**config.mk**
```make
export PLATFORM = sky130hd
export DESIGN_NAME = dlx_mem_access_unit
export DESIGN_NICKNAME = d
export VERILOG_FILES = /design/src/rtl/dlx_mem_access_unit.sv
export SDC_FILE = /design/constraint.sdc
export NUM_CORES = 1
export LEC_CHECK = 0
export ABC_AREA = 1
export ABC_CLOCK_PERIOD_IN_PS = 4000
export CELL_PAD_IN_SITES_DETAIL_PLACEMENT = 0
export CELL_PAD_IN_SITES_GLOBAL_PLACEMENT = 2
export CORE_UTILIZATION = 28
export CTS_CLUSTER_SIZE = 28
export DETAILED_ROUTE_END_ITERATION = 8
export PLACE_DENSITY = 0.95
export SYNTH_ARGS = -nofsm -noshare
export SYNTH_HDL_FRONTEND = slang
export SYNTH_SLANG_ARGS = --single-unit
```
**constraint.sdc**
```tcl
create_clock -name clk_i -period 4 [get_ports clk_i]
set_clock_uncertainty 0.05 [all_clocks]
set_input_delay 0.4 -clock clk_i [delete_from_list [all_inputs] [get_ports clk_i]]
set_output_delay 0.4 -clock clk_i [all_outputs]
set_load 0.005 [all_outputs]
```
**src/rtl/dlx_mem_access_unit.sv**
```systemverilog
// ============================================================================
// Module   : dlx_mem_access_unit
// Purpose  : DLX MEM-stage load/store unit in front of a word-addressed RAM.
//            Handles big-endian sub-word loads and read-modify-write stores.
// Revision : 1.0 - initial release
// ============================================================================
`default_nettype none

module dlx_mem_access_unit #(
    parameter int DEPTH_WORDS = 64
) (
    input  logic        clk_i,
    input  logic        reset_n,
    input  logic        req_valid_i,
    output logic        req_ready_o,
    input  logic [2:0]  req_op_i,
    input  logic [31:0] req_addr_i,
    input  logic [31:0] req_wdata_i,
    input  logic [4:0]  req_rd_i,
    output logic        resp_valid_o,
    input  logic        resp_ready_i,
    output logic [31:0] resp_data_o,
    output logic [4:0]  resp_rd_o,
    output logic        resp_err_o,
    output logic [31:0] ram_adr_o,
    output logic        ram_we_o,
    output logic [31:0] ram_wdata_o,
    input  logic [31:0] ram_rdata_i
);

    localparam logic [2:0] OP_LB  = 3'b000;
    localparam logic [2:0] OP_LBU = 3'b001;
    localparam logic [2:0] OP_LH  = 3'b010;
    localparam logic [2:0] OP_LHU = 3'b011;
    localparam logic [2:0] OP_LW  = 3'b100;
    localparam logic [2:0] OP_SB  = 3'b101;
    localparam logic [2:0] OP_SH  = 3'b110;
    localparam logic [2:0] OP_SW  = 3'b111;

    typedef enum logic [2:0] {
        IDLE = 3'd0,
        RD1  = 3'd1,
        RD2  = 3'd2,
        WR   = 3'd3,
        RESP = 3'd4
    } state_t;

    state_t      state;
    logic [2:0]  op_q;
    logic [1:0]  off_q;
    logic [15:0] wdata_q;
    logic [4:0]  rd_q;

    logic        misaligned;
    logic        out_of_range;
    logic        req_err;
    logic        is_load_q;
    logic [31:0] load_value;
    logic [31:0] merged_word;

    // Alignment and range are judged on the live request, since that is
    // what gets latched on the accept edge.
    always_comb begin
        misaligned = 1'b0;
        unique case (req_op_i)
            OP_LH, OP_LHU, OP_SH: misaligned = req_addr_i[0];
            OP_LW, OP_SW:         misaligned = (req_addr_i[1:0] != 2'b00);
            default:              misaligned = 1'b0;
        endcase
        out_of_range = ({2'b00, req_addr_i[31:2]} >= 32'(DEPTH_WORDS));
        req_err      = misaligned | out_of_range;
    end

    assign is_load_q = (op_q == OP_LB) || (op_q == OP_LBU) || (op_q == OP_LH) ||
                       (op_q == OP_LHU) || (op_q == OP_LW);

    // Big-endian lane select: offset 0 is the most significant byte.
    always_comb begin
        logic [7:0]  byte_lane;
        logic [15:0] half_lane;
        unique case (off_q)
            2'd0:    byte_lane = ram_rdata_i[31:24];
            2'd1:    byte_lane = ram_rdata_i[23:16];
            2'd2:    byte_lane = ram_rdata_i[15:8];
            default: byte_lane = ram_rdata_i[7:0];
        endcase
        half_lane = off_q[1] ? ram_rdata_i[15:0] : ram_rdata_i[31:16];
        unique case (op_q)
            OP_LB:   load_value = {{24{byte_lane[7]}}, byte_lane};
            OP_LBU:  load_value = {24'h0, byte_lane};
            OP_LH:   load_value = {{16{half_lane[15]}}, half_lane};
            OP_LHU:  load_value = {16'h0, half_lane};
            default: load_value = ram_rdata_i;
        endcase
    end

    always_comb begin
        merged_word = ram_rdata_i;
        if (op_q == OP_SB) begin
            unique case (off_q)
                2'd0:    merged_word[31:24] = wdata_q[7:0];
                2'd1:    merged_word[23:16] = wdata_q[7:0];
                2'd2:    merged_word[15:8]  = wdata_q[7:0];
                default: merged_word[7:0]   = wdata_q[7:0];
            endcase
        end else if (off_q[1]) begin
            merged_word[15:0] = wdata_q;
        end else begin
            merged_word[31:16] = wdata_q;
        end
    end

    always_ff @(posedge clk_i or negedge reset_n) begin
        if (!reset_n) begin
            state        <= IDLE;
            op_q         <= OP_LB;
            off_q        <= 2'd0;
            wdata_q      <= 16'h0;
            rd_q         <= 5'd0;
            req_ready_o  <= 1'b1;
            resp_valid_o <= 1'b0;
            resp_data_o  <= 32'h0;
            resp_rd_o    <= 5'd0;
            resp_err_o   <= 1'b0;
            ram_adr_o    <= 32'h0;
            ram_we_o     <= 1'b0;
            ram_wdata_o  <= 32'h0;
        end else begin
            unique case (state)
                IDLE: begin
                    if (req_valid_i) begin
                        op_q        <= req_op_i;
                        off_q       <= req_addr_i[1:0];
                        wdata_q     <= req_wdata_i[15:0];
                        rd_q        <= req_rd_i;
                        req_ready_o <= 1'b0;
                        if (req_err) begin
                            state        <= RESP;
                            resp_valid_o <= 1'b1;
                            resp_err_o   <= 1'b1;
                            resp_data_o  <= 32'h0;
                            resp_rd_o    <= req_rd_i;
                        end else if (req_op_i == OP_SW) begin
                            state       <= WR;
                            ram_adr_o   <= {2'b00, req_addr_i[31:2]};
                            ram_wdata_o <= req_wdata_i;
                            ram_we_o    <= 1'b1;
                        end else begin
                            state     <= RD1;
                            ram_adr_o <= {2'b00, req_addr_i[31:2]};
                            ram_we_o  <= 1'b0;
                        end
                    end
                end
                RD1: begin
                    state <= RD2;
                end
                RD2: begin
                    if (is_load_q) begin
                        state        <= RESP;
                        resp_valid_o <= 1'b1;
                        resp_err_o   <= 1'b0;
                        resp_data_o  <= load_value;
                        resp_rd_o    <= rd_q;
                    end else begin
                        state       <= WR;
                        ram_wdata_o <= merged_word;
                        ram_we_o    <= 1'b1;
                    end
                end
                WR: begin
                    state        <= RESP;
                    ram_we_o     <= 1'b0;
                    resp_valid_o <= 1'b1;
                    resp_err_o   <= 1'b0;
                    resp_data_o  <= 32'h0;
                    resp_rd_o    <= rd_q;
                end
                RESP: begin
                    if (resp_ready_i) begin
                        state        <= IDLE;
                        resp_valid_o <= 1'b0;
                        req_ready_o  <= 1'b1;
                    end
                end
                default: begin
                    state        <= IDLE;
                    req_ready_o  <= 1'b1;
                    resp_valid_o <= 1'b0;
                    ram_we_o     <= 1'b0;
                end
            endcase
        end
    end

endmodule

`default_nettype wire

```
==> metrics.sh, run 1 <==
RUN_STATUS='complete, no violations'
SYNTH.YOSYS.WARNINGS=0
POST_SYNTHESIS_CELLS=1083
FLOORPLAN.DIE_AREA_UM2=27860
REGTOREGSTARTPOINT='state[0]$_DFFE_PN0P_'
CRIT_TOP_CELL='sky130_fd_sc_hd__nand2_1'
INITIALDRTVIOLATIONCOUNT=716
WORSTSETUPPATHDEPTH=9
SLEW_HEADROOM=0.3110
TIMING.CRITICAL_PATH.FROM_TYPE='flip-flop'
WORST_SKEW_PAIR.LATE_LATENCY_NS=0.43
SYNTH_SEQUENTIAL_AREA_RATIO=0.4339
NUMBER_OF_GLOBAL_ROUTE_VIAS_BEFORE_REPAIR=7597
POSTROUTEANTENNANETS=0
TRACK_USAGE=0.2055
SETUP.REG_TO_REG.WORST_SLACK_NS=0.99
NUMBER_OF_NETS_IN_THE_LAYOUT=1360
CTS-BUFFERS-INSERTED=17
REPORT.FINAL.SETUP_VIOL=0
CORE_AREA_UM2=26350
COMBINATIONALPOWERSHARE=0.395
NUMBER_OF_TOP_LEVEL_PINS=213
GRT_ANTENNA_BEFORE_REPAIR=0
PATH_CLASS='flip-flop to flip-flop'
SYNTH.LARGEST_AREA_CELL='sky130_fd_sc_hd__dfrtp_1'
YS_FF_LATCH=132
DRV.MAX_CAP_VIOLATION_COUNT=0
CRIT_REQUIRED_NS=4.27
NETLIST_TOP_CELLS_AREA='sky130_fd_sc_hd__dfrtp_1 (43%), sky130_fd_sc_hd__nand2_1 (22%), sky130_fd_sc_hd__nand3_1 (7.0%)'
WL_UM=28290
WORSTMARGINPINSLEW_NS=1.033
WORST_R2R_PATH_DEPTH=9
GATE_FAMILY_RESPONSIBLE_FOR_THE_MOST_DELAY_ALONG_THE_WORST_PATH='simple AND/OR/NAND/NOR gates'
PORT_BUFFERS=210
GRT_SETUP_UNREPAIRED='no'
SYNTH.MOST_COMMON_CELL='sky130_fd_sc_hd__nand2_1'
HOLD_CLASS='input pin to asynchronous set/reset pin'
CTS_HOLD_BUFFERS=0
SYNTH_ASYNC_SR_FLOP_SHARE=1.000
TIMING.CRITICAL_PATH.ARRIVAL_NS=3.28
PLACEMENTROWS=59
DRT-PASS1-ITER-COUNT=5
SETUP_TNS_NS=0
DIE_H_UM=166.9
POWER.INTERNAL_uW=3463
DIEWIDTH_UM=166.9
GRT_PASS1_WL_UM=44250
YS_DOMINANT_REG_CELL='sky130_fd_sc_hd__dfrtp_1'
YOSYSTOPAREACELLSHARE=0.4305
PATH_CELLS='nor2_2, nand2_2, inv_2, nand2_1, nand2_2, nor2_4, nand3_2, nand2_1, nand2_1'
MAXCLOCKFREQUENCY_GHz=0.3318
POWER_FRAC_SEQ=0.345
CTS_BUFFER_DEPTH=2
DRC=0
AREA.GROWTH.SYNTH_TO_FINAL_PCT=36.71
PEAK_SUPPLY_DROP_uV=296.7
PLACE.DETAILED.HPWL_UM=19800
POWER.NET_SWITCHING_uW=2581
TIMING.CRITICAL_PATH.TO_TYPE='flip-flop'
LAYOUT_MIN_CYCLE_TIME_NS=3.014
TRITONCTS='done'
REPORT.FINAL.HOLD_VIOL_COUNT=0
PLACE.DETAILED.INSTANCES=1568
MULTI_INPUT_COMB_AREA_UM2=3662
TIMING.CRITICAL_PATH.FANOUT_MAX=40
CLK_TRANSITION_REPORTED_PATHS_NS=0.07
SEQ_AREA_UM2=3304
POWER.DENSITY_nW_PER_UM2=580.6
WL_PER_CELL_UM=17.68
ANTENNA_CELLS=0
POSTCTSSETUPREPAIRBUFS=0
GLOBALROUTEOVERFLOWTOTAL=0
POWER.STATIC_LEAKAGE_uW=0.005067
CTS_RESIZED=0
P_CLK_FRAC=0.260
SYNTH_EDF_COUNT=0
INITIAL_UTIL=0.2889
POST_LAYOUT_NONFILLER_INSTANCES=1600
REPORT.FINAL.SLEW_VIOL_COUNT=0
CTS-ROOT-BUF='sky130_fd_sc_hd__clkbuf_16'
CRITICAL_PATH.N_BUFFERS_INVERTERS=1
SHARE_OF_CELLS_ABOVE_DRIVE_STRENGTH_1=0.06245
POWER.SWITCHING_FRACTION=0.4271
PERIOD_UTILIZATION=0.7536
CRITICAL-PATH-SLOWEST-CELL='sky130_fd_sc_hd__nand3_2'
GPL.FINAL_WEIGHTED_CONGESTION=0.8208
TOTAL_POWER_uW=6044
WORSTSETUPSTARTPOINT='state[0]$_DFFE_PN0P_'
CRITPATHMAXSTAGEDELAY_NS=0.63
NUM_VIAS=7928
GRT_MAX_DEGREE=107
DRT-VIAS-PER-INSTANCE=4.955
YOSYS.CELL_TYPES.COUNT=29
TRITONCTS_NUM_SINKS=132
SYN_AVG_CELL_AREA_UM2=7.031
MAPPED_AREA_UM2=7615
FINAL.FILL_COUNT=2744
SYNTHTOPCELLSBYCOUNT='sky130_fd_sc_hd__nand2_1 (452), sky130_fd_sc_hd__dfrtp_1 (131), sky130_fd_sc_hd__nand3_1 (107)'
H-TREE-DEPTH=4
==> per-layer routing <==
metal	global-route usage	wire, um
met3	0.03588	1787
met1	0.2848	12800
met2	0.3242	13180
met5	0	0
met4	0.06361	520
==> stage by stage <==
step	utilization	cell area [um2]	setup WS [ns]	hold WS, ns
floorplan	-	7619	2.421	0.05441
global placement	0.3729	9827	1.090	0.3982
detailed placement	0.3729	9827	0.9939	0.4007
CTS	0.3950	10410	0.9734	0.1067
global route	0.3950	10410	0.6791	0.1460
finish	0.3950	10410	0.9858	0.02974
==> logic make-up (layout without fill, tap and decap cells) <==
logic type,count (synthesis),after routing,share of synthesized area
simple gates,683,683,0.3916
other cells,1,2,0.0004925
compound gates,128,128,0.08840
flops,132,132,0.4339
buf+inv,139,320,0.08561
==> area by class of cell <==
| type | instances | area share |
|---|---|---|
| inverters | 66 | 0.02380 |
| clock inverters | 15 | 0.01514 |
| clock buffers | 17 | 0.04087 |
| repair buffers | 222 | 0.2107 |
| flip-flops and latches | 132 | 0.3174 |
| multi-input cells | 813 | 0.3518 |
| well taps | 335 | 0.04026 |
==> power by group through the flow <==
stage | Sequential, uW | Clock, uW | Combinational, uW
after CTS | 2090 | 1600 | 2400
after global routing | 2130 | 1670 | 2670
after global placement | 2100 | 0 | 2350
after floorplan | 1950 | 0 | 1540
after detailed placement | 2100 | 0 | 2390
final | 2090 | 1570 | 2390
==> flip-flops by register name (all words and copies together) (netlist names) <==
name	count
ram_wdata_o	32
ram_adr_o	30
req_ready_o	1
resp_rd_o	5
off_q	2
rd_q	5
wdata_q	16
resp_err_o	1
resp_data_o	32
op_q	3
resp_valid_o	1
state	3
ram_we_o	1
==> cells in the final DEF, fill, tap and decap left out, drive strengths merged <==
cell,n
o21bai,1
nand4,71
nor2,38
clkinv,4
or2,3
clkdlybuf4s50,209
nand2,459
nand3,112
conb,2
dfstp,1
o211ai,6
o21a,1
dfrtp,131
a21oi,44
clkinvlp,1
o21ai,75
inv,76
buf,13
clkbuf,17
a31oi,1
==> final timing paths <==
check                                         endpoint
setup / recovery           resp_data_o[22]$_DFFE_PN0P_
hold / removal             ram_wdata_o[22]$_DFFE_PN0P_
setup reg to reg           resp_data_o[22]$_DFFE_PN0P_
hold reg to reg               ram_adr_o[9]$_DFFE_PN0P_
max in group asynchronous   resp_data_o[5]$_DFFE_PN0P_
min in group clk_i            ram_adr_o[9]$_DFFE_PN0P_
No activity file was read; power rests on OpenSTA's default activity.
==> run 2: changes to the inputs <==
--- a/config.mk
+++ b/config.mk
@@ -6,13 +6,13 @@
 export NUM_CORES = 1
 export LEC_CHECK = 0
 export ABC_AREA = 1
-export ABC_CLOCK_PERIOD_IN_PS = 4000
+export ABC_CLOCK_PERIOD_IN_PS = 2800
 export CELL_PAD_IN_SITES_DETAIL_PLACEMENT = 0
 export CELL_PAD_IN_SITES_GLOBAL_PLACEMENT = 2
-export CORE_UTILIZATION = 28
+export CORE_UTILIZATION = 26
 export CTS_CLUSTER_SIZE = 28
 export DETAILED_ROUTE_END_ITERATION = 8
-export PLACE_DENSITY = 0.95
+export PLACE_DENSITY = 0.89
 export SYNTH_ARGS = -nofsm -noshare
 export SYNTH_HDL_FRONTEND = slang
 export SYNTH_SLANG_ARGS = --single-unit
==> constraint.sdc (replaced) <==
create_clock -name clk_i -period 2.8 [get_ports clk_i]
set_clock_uncertainty 0.05 [all_clocks]
set_input_delay 0.28 -clock clk_i [delete_from_list [all_inputs] [get_ports clk_i]]
set_output_delay 0.28 -clock clk_i [all_outputs]
set_load 0.005 [all_outputs]
==> run 2 against run 1 <==
Effect of this change:
- critical path depth down 1
- cell count up 3.7%
- global-route usage down 1.5 points
- power up 46%
- critical path type unchanged
- critical endpoint is now resp_data_o[11]$_DFFE_PN0P_
- highest routed layer unchanged
==> metrics.sh, run 2 (same netlist as run 1, synthesis figures left out) <==
NUMBER_OF_GLOBAL_ROUTE_VIAS_BEFORE_REPAIR=7581
PORT_BUFFERS=210
CTS-BUFFERS-INSERTED=17
LAYOUT_MIN_CYCLE_TIME_NS=2.220
GATE_FAMILY_RESPONSIBLE_FOR_THE_MOST_DELAY_ALONG_THE_WORST_PATH='simple AND/OR/NAND/NOR gates'
CRITPATHMAXSTAGEDELAY_NS=0.52
POWER.STATIC_LEAKAGE_uW=0.005127
MIN_TO='ram_adr_o[3]$_DFFE_PN0P_'
NUM_VIAS=7916
PLACE.DETAILED.HPWL_UM=20380
DRT-PASS1-ITER-COUNT=6
POSTROUTEANTENNANETS=0
TRACK_USAGE=0.1901
HP-START='req_addr_i[5]'
GRT_MAX_DEGREE=61
TIMING.HOLD.WORST_PATH_DEPTH=3
GPL.FINAL_WEIGHTED_CONGESTION=0.8425
CRIT-REG2REG-CAPTURE='resp_data_o[11]$_DFFE_PN0P_'
POST_LAYOUT_NONFILLER_INSTANCES=1659
PATH_CLASS='flip-flop to flip-flop'
DRV.MAX_CAP_VIOLATION_COUNT=0
CRITICAL-PATH-SLOWEST-CELL='sky130_fd_sc_hd__dfrtp_1'
TIMING.CRITICAL_PATH.TO_TYPE='flip-flop'
WORST_R2R_PATH_DEPTH=8
HOLD_CLASS='input pin to flip-flop'
CLK_TRANSITION_REPORTED_PATHS_NS=0.06
GLOBALROUTEOVERFLOWTOTAL=0
REPORT.FINAL.HOLD_VIOL_COUNT=0
PLACE.DETAILED.INSTANCES=1626
CTS_BUFFER_DEPTH=2
DRC=0
PLACEMENTROWS=62
FLOORPLAN.DIE_AREA_UM2=29980
INITIALDRTVIOLATIONCOUNT=684
CRIT_TOP_CELL='sky130_fd_sc_hd__nand2_1'
SHARE_OF_CELLS_ABOVE_DRIVE_STRENGTH_1=0.06902
TIMING.CRITICAL_PATH.ARRIVAL_NS=2.53
CTS-ROOT-BUF='sky130_fd_sc_hd__clkbuf_16'
POSTCTSSETUPREPAIRBUFS=0
PATH_CELLS='buf_4, nor2_4, nand2_1, nand3_2, nand3_4, a21oi_1, nand4_1, nand2_1'
WORSTMARGINPINSLEW_NS=0.7847
SETUP.REG_TO_REG.WORST_SLACK_NS=0.58
TRITONCTS_NUM_SINKS=132
CRITICAL_PATH.N_BUFFERS_INVERTERS=1
MOST_COMMON_LIBRARY_CELL_IN_THE_LAYOUT_IGNORING_FILL_AND_TAPS='sky130_fd_sc_hd__nand2_1'
REGS_BY_FF_COUNT='ram_wdata_o: 32 flops, resp_data_o: 32 flops, ram_adr_o: 30 flops'
TIMING.CRITICAL_PATH.FANOUT_MAX=26
CRIT_REQUIRED_NS=3.11
NUMBER_OF_TOP_LEVEL_PINS=213
H-TREE-DEPTH=4
REGTOREGSTARTPOINT='off_q[1]$_DFFE_PN0P_'
RUN_STATUS='complete, no violations'
ANTENNA_CELLS=0
REPORT.FINAL.SLEW_VIOL_COUNT=0
DRT-VIAS-PER-INSTANCE=4.772
WORST_SKEW_PAIR.LATE_LATENCY_NS=0.42
WL_UM=28260
FINAL.FILL_COUNT=2995
LAYOUT_COMMON_CELLS='sky130_fd_sc_hd__nand2_1 (452), sky130_fd_sc_hd__clkdlybuf4s50_1 (209), sky130_fd_sc_hd__dfrtp_1 (131)'
DIEWIDTH_UM=173.1
CORE_AREA_UM2=28780
MAXCLOCKFREQUENCY_GHz=0.4505
SLEW_HEADROOM=0.4713
PEAK_SUPPLY_DROP_uV=468.2
POWER.DENSITY_nW_PER_UM2=831.1
NUMBER_OF_NETS_IN_THE_LAYOUT=1370
PERIOD_UTILIZATION=0.7928
SETUP_TNS_NS=0
INITIAL_UTIL=0.2646
WL_PER_CELL_UM=17.03
TRITONCTS='done'
TIMING.CRITICAL_PATH.FROM_TYPE='flip-flop'
GRT_PASS1_WL_UM=44410
GRT_ANTENNA_BEFORE_REPAIR=0
HOLD_WS_NS=0.3416
DIE_H_UM=173.1
REPORT.FINAL.SETUP_VIOL=0
GRT_SETUP_UNREPAIRED='no'
AREA.GROWTH.SYNTH_TO_FINAL_PCT=39.04
## run 2: area by class of cell
type	count	area (um2)	area share
multi-input cells	813	3662	0.3459
flip-flops and latches	132	3304	0.3121
repair buffers	232	2283	0.2157
well taps	384	480.5	0.04538
clock buffers	17	425.4	0.04018
inverters	66	247.7	0.02340
clock inverters	15	183.9	0.01737
## run 2: worst max path at each step
stage	endpoint	startpoint	depth (start not counted)	slack [ns]
after floorplan	resp_data_o[27]$_DFFE_PN0P_	state[0]$_DFFE_PN0P_	9	1.28
after global placement	resp_data_o[27]$_DFFE_PN0P_	ram_rdata_i[31]	7	0.59
after detailed placement	ram_adr_o[5]$_DFFE_PN0P_	req_addr_i[13]	11	0.60
after CTS	resp_data_o[11]$_DFFE_PN0P_	off_q[1]$_DFFE_PN0P_	8	0.61
after global routing	resp_data_o[15]$_DFFE_PN0P_	off_q[1]$_DFFE_PN0P_	8	0.40
final	resp_data_o[11]$_DFFE_PN0P_	off_q[1]$_DFFE_PN0P_	8	0.58
## run 2: worst min-delay path: cells and delay by family
| family | cells | cell delay (ns) |
|---|---|---|
| AND/OR/NAND/NOR | 2 | 0.10 |
| buffers and inverters | 1 | 0.40 |
## run 2: report_power, final
group / internal (uW) / total, uW / switching [uW]
logic: 1390 / 3470 / 2080
registers: 2410 / 2970 / 567
clock network: 1350 / 2360 / 1000
total: 5150 / 8800 / 3650
## run 2: what timing repair did
| action | CTS | global route |
|---|---|---|
| resized for setup | 0 | 0 |
| endpoints found under the hold margin | 58 | 0 |
| hold buffers | 1 | 0 |
## run 2: routing by layer
metal | share of wire | up-vias | GRT usage | wire length, um
li1 | - | 3896 | - | -
met1 | 0.47 | 3734 | 0.2710 | 13400
met2 | 0.46 | 258 | 0.2937 | 12860
met3 | 0.057 | 28 | 0.03650 | 1616
met4 | 0.013 | 0 | 0.04830 | 374
met5 | 0 | - | 0 | 0
## run 2: metrics by stage
step / utilization / cell area [um2] / total power (uW) / worst slack [ns]
5_1_grt: 0.3679 / 10590 / 9418 / 0.4020
2_1_floorplan: - / 7619 / 4985 / 1.282
3_5_place_dp: 0.3464 / 9968 / 6459 / 0.5950
3_3_place_gp: 0.3464 / 9968 / 6441 / 0.5876
6_report: 0.3679 / 10590 / 8799 / 0.5801
4_1_cts: 0.3679 / 10590 / 8863 / 0.6108
==> run 3: changes to the inputs <==
--- a/config.mk
+++ b/config.mk
@@ -6,13 +6,13 @@
 export NUM_CORES = 1
 export LEC_CHECK = 0
 export ABC_AREA = 1
-export ABC_CLOCK_PERIOD_IN_PS = 2800
+export ABC_CLOCK_PERIOD_IN_PS = 2000
 export CELL_PAD_IN_SITES_DETAIL_PLACEMENT = 0
 export CELL_PAD_IN_SITES_GLOBAL_PLACEMENT = 2
-export CORE_UTILIZATION = 26
+export CORE_UTILIZATION = 24
 export CTS_CLUSTER_SIZE = 28
 export DETAILED_ROUTE_END_ITERATION = 8
-export PLACE_DENSITY = 0.89
+export PLACE_DENSITY = 0.87
 export SYNTH_ARGS = -nofsm -noshare
 export SYNTH_HDL_FRONTEND = slang
 export SYNTH_SLANG_ARGS = --single-unit
==> constraint.sdc (replaced) <==
create_clock -name clk_i -period 2 [get_ports clk_i]
set_clock_uncertainty 0.05 [all_clocks]
set_input_delay 0.2 -clock clk_i [delete_from_list [all_inputs] [get_ports clk_i]]
set_output_delay 0.2 -clock clk_i [all_outputs]
set_load 0.005 [all_outputs]
==> run 3 against run 2 <==
Effect of this change:
- the flow now finishes with violations (DRC)
- die area grew 8.2%
- cell area up 3.6%
- sequential share of layout area shrank 1.1 points
- clock power up 41%
- flip-flop and latch count unchanged
- core utilization shrank 1.3 points
- worst setup slack got worse by 0.37 ns
- fmax grew 24%
- power up 45%
- non-clock buffer count is 24 higher
- register-to-register slack worse by 0.37 ns
- largest cell class unchanged
==> metrics.sh, run 3 (same netlist as run 1, synthesis figures left out) <==
MAXCLOCKFREQUENCY_GHz=0.5572
TRITONCTS='done'
DRT-PASS1-ITER-COUNT=7
PLACE_WS_NS=-0.07487
NUMBER_OF_NETS_IN_THE_LAYOUT=1394
P_CLK_FRAC=0.261
WL_PER_CELL_UM=17.10
SLEW_HEADROOM=0.6145
PLACEMENTROWS=64
GLOBAL_ROUTE.USAGE.MET3=0.03739
AREA.GROWTH.SYNTH_TO_FINAL_PCT=44.09
NUMBER_OF_TOP_LEVEL_PINS=213
CRIT_REQUIRED_NS=2.32
NUMBER_OF_GLOBAL_ROUTE_VIAS_BEFORE_REPAIR=7640
DRV.MAX_CAP_VIOLATION_COUNT=0
PORT_BUFFERS=210
POSTROUTEANTENNANETS=0
CRIT-REG2REG-CAPTURE='resp_data_o[12]$_DFFE_PN0P_'
POWER.NET_SWITCHING_uW=5235
REGTOREGSTARTPOINT='off_q[1]$_DFFE_PN0P_'
REPORT.FINAL.HOLD_VIOL_COUNT=0
WORSTMARGINPINSLEW_NS=0.5775
RUN_STATUS='complete, but fails checks'
TRITONCTS_NUM_SINKS=132
TOTAL_POWER_uW=12770
WORST_R2R_PATH_DEPTH=7
MOST_COMMON_LIBRARY_CELL_IN_THE_LAYOUT_IGNORING_FILL_AND_TAPS='sky130_fd_sc_hd__nand2_1'
SETUP_WS_NS=0.2054
LAYOUT_MIN_CYCLE_TIME_NS=1.795
GLOBAL_ROUTE.USAGE.MET1=0.2503
VIOLATED_CHECKS='DRC'
PERIOD_UTILIZATION=0.8973
POWER.INTERNAL_uW=7531
GRT_ANTENNA_BEFORE_REPAIR=0
INITIAL_UTIL=0.2464
CTS_BUFFER_DEPTH=2
CORE_AREA_UM2=30910
POWER.SWITCHING_FRACTION=0.4100
INITIALDRTVIOLATIONCOUNT=765
SETUP.REG_TO_REG.WORST_SLACK_NS=0.21
ANTENNA_CELLS=0
TIMING.CRITICAL_PATH.ARRIVAL_NS=2.11
TRACK_USAGE=0.1792
COMBINATIONALPOWERSHARE=0.415
GLOBALROUTEOVERFLOWTOTAL=0
SHARE_OF_CELLS_ABOVE_DRIVE_STRENGTH_1=0.08776
TIMING.CRITICAL_PATH.TO_TYPE='flip-flop'
POWER_FRAC_SEQ=0.324
GRT_MAX_DEGREE=47
POWER.DENSITY_nW_PER_UM2=1164
WORST_SKEW_PAIR.LATE_LATENCY_NS=0.43
CTS-BUFFERS-INSERTED=17
LAYOUT_COMMON_CELLS='sky130_fd_sc_hd__nand2_1 (452), sky130_fd_sc_hd__clkdlybuf4s50_1 (209), sky130_fd_sc_hd__dfrtp_1 (130)'
DIEWIDTH_UM=180.1
GLOBAL_ROUTE.USAGE.MET2=0.2812
DIE_H_UM=180.1
FLOORPLAN.DIE_AREA_UM2=32450
CLK_TRANSITION_REPORTED_PATHS_NS=0.07
GRT_PASS1_WL_UM=44860
DRC=1
POSTCTSSETUPREPAIRBUFS=0
REGS_BY_FF_COUNT='ram_wdata_o: 32 flops, resp_data_o: 32 flops, ram_adr_o: 30 flops'
WL_UM=28980
GLOBAL_ROUTE.PEAK_USAGE_LAYER='met2'
H-TREE-DEPTH=4
POWER.STATIC_LEAKAGE_uW=0.005311
TIMING.CRITICAL_PATH.FANOUT_MAX=24
NUM_VIAS=8005
PLACE.DETAILED.HPWL_UM=21290
DRT-VIAS-PER-INSTANCE=4.723
REPORT.FINAL.SLEW_VIOL_COUNT=0
TIMING.CRITICAL_PATH.FROM_TYPE='flip-flop'
CTS-ROOT-BUF='sky130_fd_sc_hd__clkbuf_16'
PEAK_SUPPLY_DROP_uV=675.0
PATH_CLASS='flip-flop to flip-flop'
REPORT.FINAL.SETUP_VIOL=0
GPL.FINAL_WEIGHTED_CONGESTION=0.8543
GRT_SETUP_UNREPAIRED='no'
HOLD_CLASS='input pin to asynchronous set/reset pin'
==> run 3: critical path: stages, from the launching register on <==
cell and delay, ns:
sky130_fd_sc_hd__dfrtp_1 0.43, sky130_fd_sc_hd__inv_2 0.22, sky130_fd_sc_hd__nand3_1 0.13, sky130_fd_sc_hd__nand3_2 0.13
sky130_fd_sc_hd__nand3_4 0.25, sky130_fd_sc_hd__a21oi_1 0.31, sky130_fd_sc_hd__nand4_1 0.13, sky130_fd_sc_hd__nand2_1 0.08
==> run 3: how the worst max path moves through the flow <==
stage                    startpoint                          end  cells past startpoint
3_3_place_gp        ram_rdata_i[15]  resp_data_o[16]$_DFFE_PN0P_                      7
6_report       off_q[1]$_DFFE_PN0P_  resp_data_o[12]$_DFFE_PN0P_                      7
2_1_floorplan  state[0]$_DFFE_PN0P_  resp_data_o[27]$_DFFE_PN0P_                      9
3_5_place_dp            req_op_i[2]     ram_adr_o[4]$_DFFE_PN0P_                     11
4_1_cts        off_q[1]$_DFFE_PN0P_  resp_data_o[16]$_DFFE_PN0P_                      7
5_1_grt        off_q[1]$_DFFE_PN0P_  resp_data_o[12]$_DFFE_PN0P_                      7
==> run 3: per-layer routing <==
layer  vias up  part of all wire
li1       3940                 -
met1      3787              0.47
met2       255              0.46
met3        23             0.056
met4         0             0.014
met5         -                 0
==> run 3: stage by stage <==
| stage | utilization | hold slack (ns) | cell area [um2] | setup TNS, ns | std cells |
|---|---|---|---|---|---|
| 5_1_grt | 0.3550 | 0.2288 | 10970 | 0 | 1695 |
| 3_3_place_gp | 0.3345 | 0.09497 | 10340 | -2.741 | 1662 |
| 6_report | 0.3550 | 0.2112 | 10970 | 0 | 1695 |
| 4_1_cts | 0.3546 | 0.2141 | 10960 | 0 | 1695 |
| 3_5_place_dp | 0.3345 | 0.09964 | 10340 | -3.404 | 1662 |
| 2_1_floorplan | - | -0.1456 | 7619 | 0 | 1084 |
==> run 3: timing repair <==
item | CTS | global route
hold buffers | 1 | 0
resized for setup | 0 | 3
setup endpoints to repair | 0 | 8
hold endpoints to repair | 35 | 0
==> run 3: power by group through the flow <==
| stage | Clock [uW] | Sequential, uW | Combinational, uW |
|---|---|---|---|
| 6_report | 3330 | 4140 | 5300 |
| 5_1_grt | 3530 | 4230 | 5870 |
| 4_1_cts | 3420 | 4130 | 5280 |
| 3_5_place_dp | 0 | 4170 | 5270 |
| 3_3_place_gp | 0 | 4180 | 5220 |
| 2_1_floorplan | 0 | 3900 | 3080 |
==> run 3: area by class of cell <==
cell class                      instances  area (um2)
Clock buffer                           17       425.4
Tap cell                              396       495.5
Fill cell                            3264       19940
Multi-Input combinational cell        813        3672
Sequential cell                       132        3306
Timing Repair Buffer                  256        2639
Inverter                               66       247.7
Clock inverter                         15       186.4
